--- config.mk ---
export PLATFORM = sky130hd
export DESIGN_NAME = id_ex_operand_stage
export DESIGN_NICKNAME = d
export VERILOG_FILES = /design/src/rtl/id_ex_operand_stage.sv
export SDC_FILE = /design/constraint.sdc
export NUM_CORES = 1
export LEC_CHECK = 0
export ABC_AREA = 1
export ABC_CLOCK_PERIOD_IN_PS = 1190
export CAP_MARGIN = 20
export CORE_ASPECT_RATIO = 0.75
export CORE_MARGIN = 10
export CORE_UTILIZATION = 37
export DETAILED_ROUTE_END_ITERATION = 16
export HOLD_SLACK_MARGIN = 0.03
export PLACE_DENSITY = 0.85
export REMOVE_ABC_BUFFERS = 1
export SYNTH_ARGS = -nofsm -noshare
export SYNTH_HDL_FRONTEND = slang
export SYNTH_SLANG_ARGS = --single-unit
--- constraint.sdc ---
create_clock -name clk -period 1.19 [get_ports clk]
set_clock_uncertainty 0.15 [all_clocks]
set_input_delay 0.238 -clock clk [delete_from_list [all_inputs] [get_ports clk]]
set_output_delay 0.238 -clock clk [all_outputs]
set_load 0.02 [all_outputs]
--- src/rtl/id_ex_operand_stage.sv ---
// ID/EX pipeline register and ALU operand-select stage.
// Captures the decoded instruction once per cycle (flush > stall > capture).
// Presents ALU opcode, operands, carry-in and a {Z,N,V} flag-write mask.
// Optional feature macro: ID_EX_OPERAND_FWD_EN enables EX/MEM and MEM/WB
// operand forwarding. When undefined, operands come only from captured data.
module id_ex_operand_stage #(
  parameter int DATA_W = 16,
  parameter int REG_AW = 4
) (
  input  logic              clk,
  input  logic              rst_n,
  input  logic              stall,
  input  logic              flush,
  input  logic              id_valid,
  input  logic [3:0]        id_opcode,
  input  logic [REG_AW-1:0] id_rs_addr,
  input  logic [REG_AW-1:0] id_rt_addr,
  input  logic [DATA_W-1:0] id_rs_data,
  input  logic [DATA_W-1:0] id_rt_data,
  input  logic [DATA_W-1:0] id_imm,
  input  logic              id_use_imm,
  input  logic [REG_AW-1:0] id_rd_addr,
  input  logic              id_reg_write,
  input  logic              exmem_reg_write,
  input  logic [REG_AW-1:0] exmem_rd_addr,
  input  logic [DATA_W-1:0] exmem_result,
  input  logic              memwb_reg_write,
  input  logic [REG_AW-1:0] memwb_rd_addr,
  input  logic [DATA_W-1:0] memwb_result,
  output logic              ex_valid,
  output logic [3:0]        ALU_Opcode,
  output logic [DATA_W-1:0] ALU_In1,
  output logic [DATA_W-1:0] ALU_In2,
  output logic              ALU_Cin,
  output logic [REG_AW-1:0] ex_rd_addr,
  output logic              ex_reg_write,
  output logic [2:0]        ex_flag_en
);

  // ALU opcode map
  localparam logic [3:0] OP_ADD    = 4'b0000;
  localparam logic [3:0] OP_SUB    = 4'b0001;
  localparam logic [3:0] OP_XOR    = 4'b0010;
  localparam logic [3:0] OP_RED    = 4'b0011;
  localparam logic [3:0] OP_SLL    = 4'b0100;
  localparam logic [3:0] OP_SRA    = 4'b0101;
  localparam logic [3:0] OP_ROR    = 4'b0110;
  localparam logic [3:0] OP_PADDSB = 4'b0111;

  // Flag-write mask {Z,N,V} per opcode; arithmetic sets all, logic/shift only Z.
  function automatic logic [2:0] flag_mask(input logic [3:0] op);
    logic [2:0] m;
    m = 3'b000;
    case (op)
      OP_ADD, OP_SUB:                 m = 3'b111;
      OP_XOR, OP_SLL, OP_SRA, OP_ROR: m = 3'b100;
      OP_RED, OP_PADDSB:              m = 3'b000;
      default:                        m = 3'b000;
    endcase
    return m;
  endfunction

  // Operand source resolution: $0 is always zero, nearest producer wins.
  function automatic logic [DATA_W-1:0] fwd(
    input logic [REG_AW-1:0] r,
    input logic [DATA_W-1:0] cap,
    input logic              em_we,
    input logic [REG_AW-1:0] em_rd,
    input logic [DATA_W-1:0] em_res,
    input logic              mw_we,
    input logic [REG_AW-1:0] mw_rd,
    input logic [DATA_W-1:0] mw_res
  );
    logic [DATA_W-1:0] v;
    v = cap;
`ifdef ID_EX_OPERAND_FWD_EN
    if (mw_we && (mw_rd == r)) v = mw_res;
    if (em_we && (em_rd == r)) v = em_res;
`else
    if (em_we && mw_we && (em_rd == mw_rd) && (em_res == mw_res)) v = cap;
`endif
    if (r == '0) v = '0;
    return v;
  endfunction

  // Captured stage state
  logic              r_valid;
  logic [3:0]        r_opcode;
  logic [REG_AW-1:0] r_rs_addr;
  logic [REG_AW-1:0] r_rt_addr;
  logic [DATA_W-1:0] r_rs_data;
  logic [DATA_W-1:0] r_rt_data;
  logic [DATA_W-1:0] r_imm;
  logic              r_use_imm;
  logic [REG_AW-1:0] r_rd_addr;
  logic              r_reg_write;
  logic              r_cin;
  logic [2:0]        r_flag_en;

  logic              w_bubble;
  logic              w_capture;
  logic [DATA_W-1:0] w_rs_val;
  logic [DATA_W-1:0] w_rt_val;

  // A flush always wins; an invalid decode slot becomes a bubble only when not frozen.
  assign w_bubble  = flush || (!stall && !id_valid);
  assign w_capture = !flush && !stall && id_valid;

  // ---- ID -> EX boundary: stage register with bubble / hold / capture ----
  // Stage register: reset and bubble clear everything, stall holds, otherwise capture.
  always_ff @(posedge clk or negedge rst_n) begin
    if (!rst_n) begin
      r_valid     <= 1'b0;
      r_opcode    <= '0;
      r_rs_addr   <= '0;
      r_rt_addr   <= '0;
      r_rs_data   <= '0;
      r_rt_data   <= '0;
      r_imm       <= '0;
      r_use_imm   <= 1'b0;
      r_rd_addr   <= '0;
      r_reg_write <= 1'b0;
      r_cin       <= 1'b0;
      r_flag_en   <= 3'b000;
    end else if (w_bubble) begin
      r_valid     <= 1'b0;
      r_opcode    <= '0;
      r_rs_addr   <= '0;
      r_rt_addr   <= '0;
      r_rs_data   <= '0;
      r_rt_data   <= '0;
      r_imm       <= '0;
      r_use_imm   <= 1'b0;
      r_rd_addr   <= '0;
      r_reg_write <= 1'b0;
      r_cin       <= 1'b0;
      r_flag_en   <= 3'b000;
    end else if (w_capture) begin
      r_valid     <= 1'b1;
      r_opcode    <= id_opcode;
      r_rs_addr   <= id_rs_addr;
      r_rt_addr   <= id_rt_addr;
      r_rs_data   <= id_rs_data;
      r_rt_data   <= id_rt_data;
      r_imm       <= id_imm;
      r_use_imm   <= id_use_imm;
      r_rd_addr   <= id_rd_addr;
      r_reg_write <= id_reg_write;
      r_cin       <= (id_opcode == OP_SUB);
      r_flag_en   <= flag_mask(id_opcode);
    end
  end

  // ---- EX side: combinational operand select from registered fields ----
  // Resolve both source operands independently (rs == rt is handled naturally).
  always_comb begin
    w_rs_val = fwd(r_rs_addr, r_rs_data,
                   exmem_reg_write, exmem_rd_addr, exmem_result,
                   memwb_reg_write, memwb_rd_addr, memwb_result);
    w_rt_val = fwd(r_rt_addr, r_rt_data,
                   exmem_reg_write, exmem_rd_addr, exmem_result,
                   memwb_reg_write, memwb_rd_addr, memwb_result);
  end

  assign ex_valid     = r_valid;
  assign ALU_Opcode   = r_opcode;
  assign ALU_In1      = w_rs_val;
  assign ALU_In2      = r_use_imm ? r_imm : w_rt_val;
  assign ALU_Cin      = r_cin;
  assign ex_rd_addr   = r_rd_addr;
  assign ex_reg_write = r_reg_write && r_valid;
  assign ex_flag_en   = r_valid ? r_flag_en : 3'b000;

endmodule

After elaboration in Yosys (flattened, before gate mapping)

Memory sizes are Yosys's and may differ from the RTL's.
Index checks and enable logic that the tools add are counted.

Memories: 1
Bits in read-only memories: 24
Output and inout port bits: 46
Register bits: 71
Bits of input ports: 113

Equal/unequal tests: 1
Mux-type cells: 29
Reductions and logical operators: 11

Memories:

| memory           | depth | bits a word | rd ports | clocked after memory_dff | write ports | RTL line | text |
|---|---|---|---|---|---|---|---|
| (name not given) | 8     | 3           | 1        | 0                        | 0           | 54       | `case (op)` |

Operators with widths:

| kind                 | count |
|---|---|
| $mux W16             | 9 |
| $mux W4              | 8 |
| $mux W3              | 4 |
| $logic_not A4 Y1     | 2 |
| $mux W1              | 8 |
| $eq A4 B1 Y1 const B | 1 |
| $logic_and A1 B1 Y1  | 4 |
| $logic_not A1 Y1     | 3 |
| $reduce_bool A2 Y1   | 1 |
| $logic_or A1 B1 Y1   | 1 |

Longest topological paths before layout

Gate-level depths: netlist of run 1.

Depth after elaboration: 5
Mapped depth: 6
Gate-level depth less buffers: 5

Worst setup path before layout of run 1

No wires, ideal clock.

Path type: register to output
From: reg r_rs_addr[1]
To: out ALU_In1[0]
Buffers on the path: 1
Path slack: -0.224 ns
Cell stages (with the launch flop): 4
Data required time: 0.802 ns
Arrival: 1.026 ns
Cell sequence: dfrtp_1 > nor2_1 > buf_2 > a21oi_1

Word-level cells in the longest chain between the ends: 2

RTL lines:

| item                   | RTL line | text |
|---|---|---|
| from (decl)            | 89       | `logic [REG_AW-1:0] r_rs_addr;` |
| from (signal assigned) | 141      | `r_rs_addr <= id_rs_addr;` |
| $logic_not A4 Y1       | 82       | `if (r == '0) v = '0;` |
| $mux W16               | 82       |  |
| to (decl)              | 32       | `output logic [DATA_W-1:0] ALU_In1,` |

Every way passes these cells.

Worst setup path after layout of run 1

From: reg r_rt_addr[1]
To: out ALU_In2[11]

Word-level cells in the longest chain between the ends: 3

RTL lines:

| item                   | RTL line | text |
|---|---|---|
| from (decl)            | 90       | `logic [REG_AW-1:0] r_rt_addr;` |
| from (signal assigned) | 142      | `r_rt_addr <= id_rt_addr;` |
| $logic_not A4 Y1       | 82       |  |
| $mux W16               | 82       |  |
| $mux W16               | 168      | `assign ALU_In2 = r_use_imm ? r_imm : w_rt_val;` |
| to (decl)              | 33       | `output logic [DATA_W-1:0] ALU_In2,` |

Every way passes these cells.

==> results.md, run 1 <==
- Outcome: complete, but fails checks
- Violated checks: negative setup slack
- Routed WL per cell: 16.5 um
- CTS max path bufs: 2
- 1st-pass router iterations: 4
- Top post-synthesis cells by area: dfrtp_1 (53%), nand2_1 (21%), o21ai_2 (7.7%)
- Total Power: 6.59 mW
- CP Class: flip-flop to primary output
- Largest net degree at the start of global routing: 71
- 1st-iter DRT viols: 169
- Netlist cell types: 18
- RSZ-0062 raised after global routing: yes
- Root Driver: clkbuf_16
- Share of the synthesized area in the top cell type: 53.3%
- Core area: 0.00856 sq mm
- Setup ws final: -0.608 ns
- I/O Buffers: 116
- Top cells by count, synth: nand2_1 (181), dfrtp_1 (70), inv_1 (43)
- Number of global-route vias before repair: 3,381
- First-pass GRT wire length: 17,400 um
- Critical Path RT: 0.80 ns
- Hpwl dp: 7340 um
- H-tree levels: 3
- Synth Cell Area: 0.00329 sq mm
- Max-Cap Viols: 0
- Post-route ant nets: 0
- Crit. End Element: primary output
- Post-synthesis sequential area ratio: 53.3%
- Gr usage total: 16.8%
- Antenna violations before repair: 0
- Post-synthesis compound-gate area fraction: 12.0%
- Congestion Overflow GR: 0
- Fmax: 0.556 GHz
- Clk slew on worst S/H paths: 0.05 ns
- Fin crit share: 151%
- Total die area: 0.0131 sq mm
- CTS tree: yes
- Top-count cell post-synth: nand2_1
- Share of cells above drive strength 1: 38.7%
- Post-synthesis mux area share: 0%
- #FFs+latches synth: 70
- Clock Sinks: 70
- Num rows: 29
- Post-DR vias/cell: 4.71
- Worst-Skew Late Latency: 0.32 ns
- Antenna diodes: 0
- P&R area growth vs syn: 76.6%
- Final layout net count: 689
- Die height: 102 um
- Tightest Hold Check Type: primary input to flip-flop
- Max VDD drop: 0.695 mV
- Width of the chip: 129 um
- Synth Area in XOR/XNOR: 0%
- Dominant synthesized flop cell: dfrtp_1
- Ys Warns: 0
- Total CTS buffers: 9
- Initial Util: 38.4%
- DRT Wirelength: 11,400 um
- Mapped Cells: 400
- CP arrival: 1.41 ns
- Slew Viols, Final: 0
- CP max FO: 5
- Final Setup Violations: 46
- Startpoint Class: flip-flop
- Via count: 3,242
- Slew @ Worst Pin: 0.387 ns
- Routability Congestion: 0.817
- # IOs: 159
- Synth area leader: dfrtp_1
- Adder-Cell Fraction of Synth Area: 0%
- FILL cells: 686
- Crit path time final: 1.80 ns
- Leak: 2.86 nW
- Max-Slew Margin vs Limit: 74.2%
- # DRC: 0
- Setup tns final: -19.29 ns
- Synth async-reset ratio: 100%
- Largest family of logic cells by synthesized area: simple AND/OR/NAND/NOR gates
- PwrDens: 1140 mW/mm^2
- Final Hold Vio Count: 0
- Mean Syn Cell Area: 8.22 sq um
- Synth Area in Simple Gates: 24.4%
- Post-synth EDFFs: 0
[metal layers]
metal / track usage, % / wire length (um)
met4: 4.62 / 127
met1: 19.4 / 4550
met2: 28.2 / 5650
met3: 6.89 / 1030
met5: 0 / 0
[what timing repair did]
item / 4_1_cts / 5_1_grt
pin swaps: 19 / 12
endpoints found under the hold margin: 70 / 0
setup buffers: 10 / 6
resized for setup: 309 / 64
cloned: 4 / 1
hold buffers: 1 / 0
setup endpoints to repair: 116 / 46
[power breakdown]
part           internal (mW)  total [mW]  leakage, nW  switching (mW)
clock network           1.95        2.96        0.162            1.01
registers               2.47        2.51        0.955          0.0440
logic                  0.570        1.12         1.74           0.548
[placed cells by master (no fill, tap or decap), drive strengths merged]
| cell type | instances |
|---|---|
| inv | 49 |
| a21oi | 16 |
| dlygate4sd2 | 3 |
| clkdlybuf4s50 | 66 |
| bufinv | 2 |
| clkinvlp | 1 |
| clkbuf | 12 |
| o21ai | 41 |
| nand3 | 3 |
| dlygate4sd3 | 1 |
| nor2 | 22 |
| buf | 111 |
| dfrtp | 70 |
| nand4 | 1 |
| clkinv | 2 |
| nand2 | 181 |
[final timing paths]
kind                                     from             to  slack, ns  cells past startpoint
worst max-delay path             r_rt_addr[1]    ALU_In2[11]      -0.61                      7
worst min-delay path                    flush        ALU_Cin       0.28                      4
worst max register to register  ex_rd_addr[0]  ex_rd_addr[0]       0.17                      4
worst min register to register       r_imm[4]       r_imm[4]       0.34                      2
max in group asynchronous               rst_n   r_rs_addr[1]       0.26                      3
min in group asynchronous               rst_n       r_imm[5]       0.32                      3
[state kept, by name, indices dropped and copies added (netlist names)]
| name | count |
|---|---|
| ALU_Cin | 1 |
| ALU_Opcode | 4 |
| ex_rd_addr | 4 |
| ex_valid | 1 |
| r_flag_en | 2 |
| r_imm | 16 |
| r_reg_write | 1 |
| r_rs_addr | 4 |
| r_rs_data | 16 |
| r_rt_addr | 4 |
| r_rt_data | 16 |
| r_use_imm | 1 |
[critical path, stage by stage, from the launching register on]
cell and delay (ns):
dfrtp_1 0.37, inv_2 0.07, nand4_1 0.12, buf_6 0.16, buf_8 0.14, nand2_2 0.06, nand2_2 0.06, buf_6 0.13
[per-stage QoR]
step,area (sq um),cells,util [%],hold WS [ns],setup slack [ns]
floorplan,3130,380,-,-0.208,-0.394
global placement,4860,652,56.7,0.123,-1.01
detailed placement,4860,652,56.7,0.132,-1.10
CTS,5480,683,64.0,0.276,-0.594
global route,5800,689,67.8,0.298,-0.649
finish,5800,689,67.8,0.282,-0.608
[logic make-up (layout without fill, tap and decap cells)]
group                  count (synthesis)  after routing
AO/OA/AOI/OAI                         57             57
flip-flops                            70             70
AND/OR/NAND/NOR                      207            207
buffers and inverters                 66            247
[cell type report]
cell class,instances,area [sq um],share of cell area (%)
tap,108,135,2.33
multi-input combinational,264,1480,25.5
clock inverter,5,81.3,1.40
timing repair buffer,182,1890,32.5
inverter,46,191,3.30
sequential,70,1750,30.2
clock buffer,11,253,4.36
timing repair inverter,3,26.3,0.453
(Power assumes the default switching activity.)
==> inputs of run 2 (changes only) <==
--- a/config.mk
+++ b/config.mk
@@ -6,14 +6,14 @@
 export NUM_CORES = 1
 export LEC_CHECK = 0
 export ABC_AREA = 1
-export ABC_CLOCK_PERIOD_IN_PS = 1190
+export ABC_CLOCK_PERIOD_IN_PS = 2300
 export CAP_MARGIN = 20
 export CORE_ASPECT_RATIO = 0.75
 export CORE_MARGIN = 10
-export CORE_UTILIZATION = 37
+export CORE_UTILIZATION = 44
 export DETAILED_ROUTE_END_ITERATION = 16
 export HOLD_SLACK_MARGIN = 0.03
-export PLACE_DENSITY = 0.85
+export PLACE_DENSITY = 0.94
 export REMOVE_ABC_BUFFERS = 1
 export SYNTH_ARGS = -nofsm -noshare
 export SYNTH_HDL_FRONTEND = slang
==> constraint.sdc (replaced) <==
create_clock -name clk -period 2.3 [get_ports clk]
set_clock_uncertainty 0.15 [all_clocks]
set_input_delay 0.46 -clock clk [delete_from_list [all_inputs] [get_ports clk]]
set_output_delay 0.46 -clock clk [all_outputs]
set_load 0.02 [all_outputs]
==> results.md, run 2 (synthesis gave the netlist of run 1 again) <==
- CP max FO: 16 (+11)
- Width of the chip: 120 um (-7.0%)
- Worst hold path depth: 2 (-2)
- Critical Path RT: 1.69 ns (+0.89 ns)
- Crit path time final: 2.17 ns
- Clock Sinks: 70 (unchanged)
- RR Startpoint: r_use_imm
- Max-Slew Margin vs Limit: 60.7% (-14 points)
- Post-route ant nets: 0 (unchanged)
- CTS tree: yes
- Most frequent cells in the layout: nand2_1 (181), clkdlybuf4s50_1 (83), dfrtp_1 (70), inv_1 (43), dlygate4sd2_1 (32)
- CP arrival: 1.56 ns (+0.15 ns)
- Die height: 94.9 um (-6.7%)
- Setup tns final: 0 ns (+19.29 ns)
- M1 WL: 3890 um (-15%)
- Max VDD drop: 0.452 mV (-35%)
- Outcome: finished clean
- Fin crit share: 94.3%
- Hold Startpoint: ex_rd_addr[0]
- Total CTS buffers: 9 (unchanged)
- Clk slew on worst S/H paths: 0.07 ns (+0.02 ns)
- First-pass GRT wire length: 14,800 um (-15%)
- Max-Cap Viols: 0 (unchanged)
- Final Hold Vio Count: 0 (unchanged)
- Footprint of the multi-input gates: 0.00121 sq mm (-18%)
- Reg-to-reg slack, setup: 1.34 ns (+1.17 ns)
- Core area: 0.00730 sq mm (-15%)
- Total Power: 2.78 mW (-58%)
- Routed WL per cell: 14.3 um (-13%)
- Reg2Reg Capture Point: r_use_imm
- Slew Viols, Final: 0 (unchanged)
- Worst-Skew Late Latency: 0.34 ns (+0.02 ns)
- R2R cell count: 3 (-1)
- 1st-iter DRT viols: 147 (-13%)
- Gr usage total: 16.0% (-0.80 points)
- 1st-pass router iterations: 4 (unchanged)
- Leak: 2.45 nW (-14%)
- Number of global-route vias before repair: 3,088 (-8.7%)
- Post-DR vias/cell: 4.66 (-1.0%)
- PwrDens: 585 mW/mm^2 (-48%)
- Slew @ Worst Pin: 0.590 ns (+0.203 ns)
- Fmax: 0.461 GHz
- Num rows: 27 (-6.9%)
- Root Driver: clkbuf_8
- Hpwl dp: 6430 um (-12%)
- Register area: 0.00175 sq mm (unchanged)
- Biggest regs: r_imm (16), r_rs_data (16), r_rt_data (16)
- Share of cells above drive strength 1: 12.0% (-27 points)
- Tightest Hold Check Type: flip-flop to flip-flop
- Met3 WL: 722 um (-30%)
- Met2 WL: 4260 um (-25%)
- # DRC: 0 (unchanged)
- Crit. End Element: primary output
- Via count: 2,906 (-10%)
- Routability Congestion: 0.756 (-7.5%)
- P&R area growth vs syn: 44.7%
- Congestion Overflow GR: 0 (unchanged)
- Final Setup Violations: 0 (-100%)
- FILL cells: 627 (-8.6%)
- Antenna diodes: 0 (unchanged)
- Antenna violations before repair: 0 (unchanged)
- DRT Wirelength: 8920 um (-21%)
- Hold WS: 0.328 ns (+0.0457 ns)
- RSZ-0062 raised after global routing: no
- Final layout net count: 631 (-8.4%)
- CTS max path bufs: 2 (unchanged)
- I/O Buffers: 116 (unchanged)
- Startpoint Class: flip-flop
- Fin util: 65.2% (-2.6 points)
- Worst hold path endpoint: ex_rd_addr[0]
- Initial Util: 45.0% (+6.7 points)
- Top layer used by detailed routing: met4
- Commonest non-fill, non-tap cell in the layout: nand2_1
- CP Class: flip-flop to primary output
- Largest net degree at the start of global routing: 47 (-34%)
- # IOs: 159 (unchanged)
- H-tree levels: 3 (unchanged)
- Total die area: 0.0114 sq mm (-13%)
## run 2: cell types whose count changed in the layout (fill, tap and decap cells not counted), moves of 8 or more
cell / delta
buf_6: -51
buf_4: -43
nand2_1: +35
nand2_2: -31
dlygate4sd2_1: +29
clkdlybuf4s50_1: +17
a21oi_1: +16
a21oi_4: -13
clkbuf_16: -10
clkbuf_8: +8
## run 2: layout make-up
class	instances	area share [%]
Clock inverter	6	1.79
Timing Repair Buffer	127	26.6
Tap cell	101	2.66
Sequential cell	70	36.8
Inverter	46	3.74
Clock buffer	10	2.89
Multi-Input combinational cell	264	25.5
## run 2: report_power, final
group          total (mW)  switching, mW  internal, mW
Clock                1.09          0.453         0.636
Combinational       0.395          0.205         0.191
Sequential           1.30         0.0209          1.28
## run 2: worst max-delay path, stage by stage, from the launching register on
cell and delay, ns:
dfrtp_1 0.36, inv_1 0.08, nand4_1 0.10, buf_4 0.21
nand2_1 0.09, nand2_1 0.06, dlygate4sd2_1 0.32
## run 2: stage by stage
stage          instances  area, sq um  setup WS (ns)
3_3_place_gp         605         4510         -0.163
4_1_cts              624         4750         0.0942
3_5_place_dp         605         4510         -0.224
2_1_floorplan        380         3130          0.494
6_report             624         4750          0.131
5_1_grt              624         4750         0.0246
## run 2: worst max path at each step
stage	end	startpoint	slack [ns]	cells after the start
6_report	ALU_In2[11]	r_rt_addr[2]	0.13	6
5_1_grt	ALU_In2[2]	r_rt_addr[3]	0.02	6
4_1_cts	ALU_In2[11]	r_rt_addr[2]	0.09	6
3_5_place_dp	ALU_In1[5]	r_rs_addr[1]	-0.22	3
3_3_place_gp	ALU_In1[8]	r_rs_addr[1]	-0.16	3
2_1_floorplan	ALU_In1[0]	r_rs_addr[0]	0.49	2
## run 2: per-layer routing
metal	GRT usage, %	vias to the layer above
met1	18.3	1352
met2	27.1	100
met3	7.09	6
li1	-	1448
met5	0	-
met4	3.71	0
## run 2: timing repair
action / 4_1_cts / 5_1_grt
resized for setup: 36 / 0
setup endpoints to repair: 32 / 0
setup buffers: 2 / 0
endpoints found under the hold margin: 24 / 0
hold buffers: 1 / 0
==> edit (config.mk and constraints of run 1) <==
`REG_AW`: 4 -> 6.
--- a/src/rtl/id_ex_operand_stage.sv
+++ b/src/rtl/id_ex_operand_stage.sv
@@ -7,3 +7,3 @@
   parameter int DATA_W = 16,
-  parameter int REG_AW = 4
+  parameter int REG_AW = 6
 ) (
Ports: changed (6 resized); port bits go from 159 to 171. The function was not compared with the original's and may differ.
==> edit against run 1 <==
  * The flow still finishes with violations (negative setup slack)
  * Final area is 3.4% lower
  * Sequential cell count increased by 6
  * Maximum frequency grew 0.54%
  * Area after synthesis increased by 2.9%
  * Critical path depth decreased by 1
  * Power grew 1.1%
  * Worst setup slack better by 9.7 ps
  * Routed wire length shrank 2.1%
==> edit: results (changes against run 1) <==
status=complete, but fails checks; failing checks=negative setup slack; Detail Placement HPWL=7.28 mm (-0.73%); setup ws final=-598 ps (+9.65 ps); pre-CTS setup slack=-664 ps (+433 ps); WL final=11.1 mm (-2.1%); Gate Count Post-Synth=446 (+12%); Post-Route M1 WL=4.71 mm (+3.4%); crit path to=ALU_In2[0]; worst hold start=id_imm[3]; hold depth=3 (-1); sum of negative setup slack=-20100 ps (-806 ps); Final #Nets=725 (+5.2%); Worst setup startpoint=r_rt_addr[0]$_DFFE_PN0P_; count leader, synth=nand2_1; vias=3251 (+0.28%); area post-placement=4890 sq um (+0.77%); largest net degree at the start of global routing=77 (+8.5%); Worst VDD drop=0.000695 V (about the same); PortBufs=124 (+6.9%); XOR/XNOR share of the synthesized area=0 (unchanged); setup bufs post-CTS=7 (-3); complex-gate fraction of the synthesized area=0.0311 (-0.0888); total track usage=0.169 (+0.00160); met1 Usage GRT=0.199 (+0.00462); R2R Path End=ex_valid$_DFFE_PN0P_; CP max stage delay=390 ps (+20 ps); Met2 Routed Length=5.44 mm (-3.7%); Filler Cell Count=752 (+9.6%); worst-path maximum fanout=6 (+1); first-pass GRT wire length=17.8 mm (+2.1%); vias in the first global route=3569 (+5.6%); met3 wire length=949 um (-7.6%); Iteration-0 DRC Markers=140 (-17%); final setup fails=48 (+4.3%); Synth cell types=14 (-4); sequential-to-total area share from yosys stat=0.562 (+0.0294); Least-Margin Pin Slew=407 ps (+20.5 ps); Hold Path End=r_imm[3]$_DFFE_PN0P_; R2R Path Start=ex_valid$_DFFE_PN0P_; met2 Use GR=0.282 (-0.000286); Placed Instances=686 (+5.2%); met3 Use GR=0.0771 (+0.00819); Leakage=3.11 nW (+8.8%); layout cells sized above 1=0.244 (-0.143); # H-tree levels=3 (unchanged); Top delay family on crit path=simple AND/OR/NAND/NOR gates; FF-to-FF setup slack=190 ps (+20 ps); WL/cell=15.5 um (-6.1%); Worst Hold Margin=293 ps (+10.6 ps)
## edit: cell types whose count changed in the layout (fill, tap and decap cells not counted), sizes merged, moves of 6 or more
cell and change:
inv -7, a21oi -16, buf -24, nand2 +74
o21ai -20, dfrtp +6, clkdlybuf4s50 +6
## edit: layout make-up
| cell class | instances | share of cell area |
|---|---|---|
| clock buffers | 10 | 0.0408 |
| clock inverters | 6 | 0.0158 |
| inverters | 42 | 0.0290 |
| multi-input cells | 307 | 0.239 |
| flip-flops and latches | 76 | 0.339 |
| well taps | 112 | 0.0250 |
| repair buffers | 166 | 0.311 |
## edit: power breakdown
part	leakage, nW	switching [mW]	internal [mW]	total [mW]
sequential	1.04	0.0549	2.68	2.74
combinational	1.93	0.502	0.546	1.05
clock	0.149	1.04	1.84	2.88
## edit: tightest hold or removal path, cell delays in order
cell and delay (ps):
clkdlybuf4s50_1 390, nand2_1 60, nand2_1 40
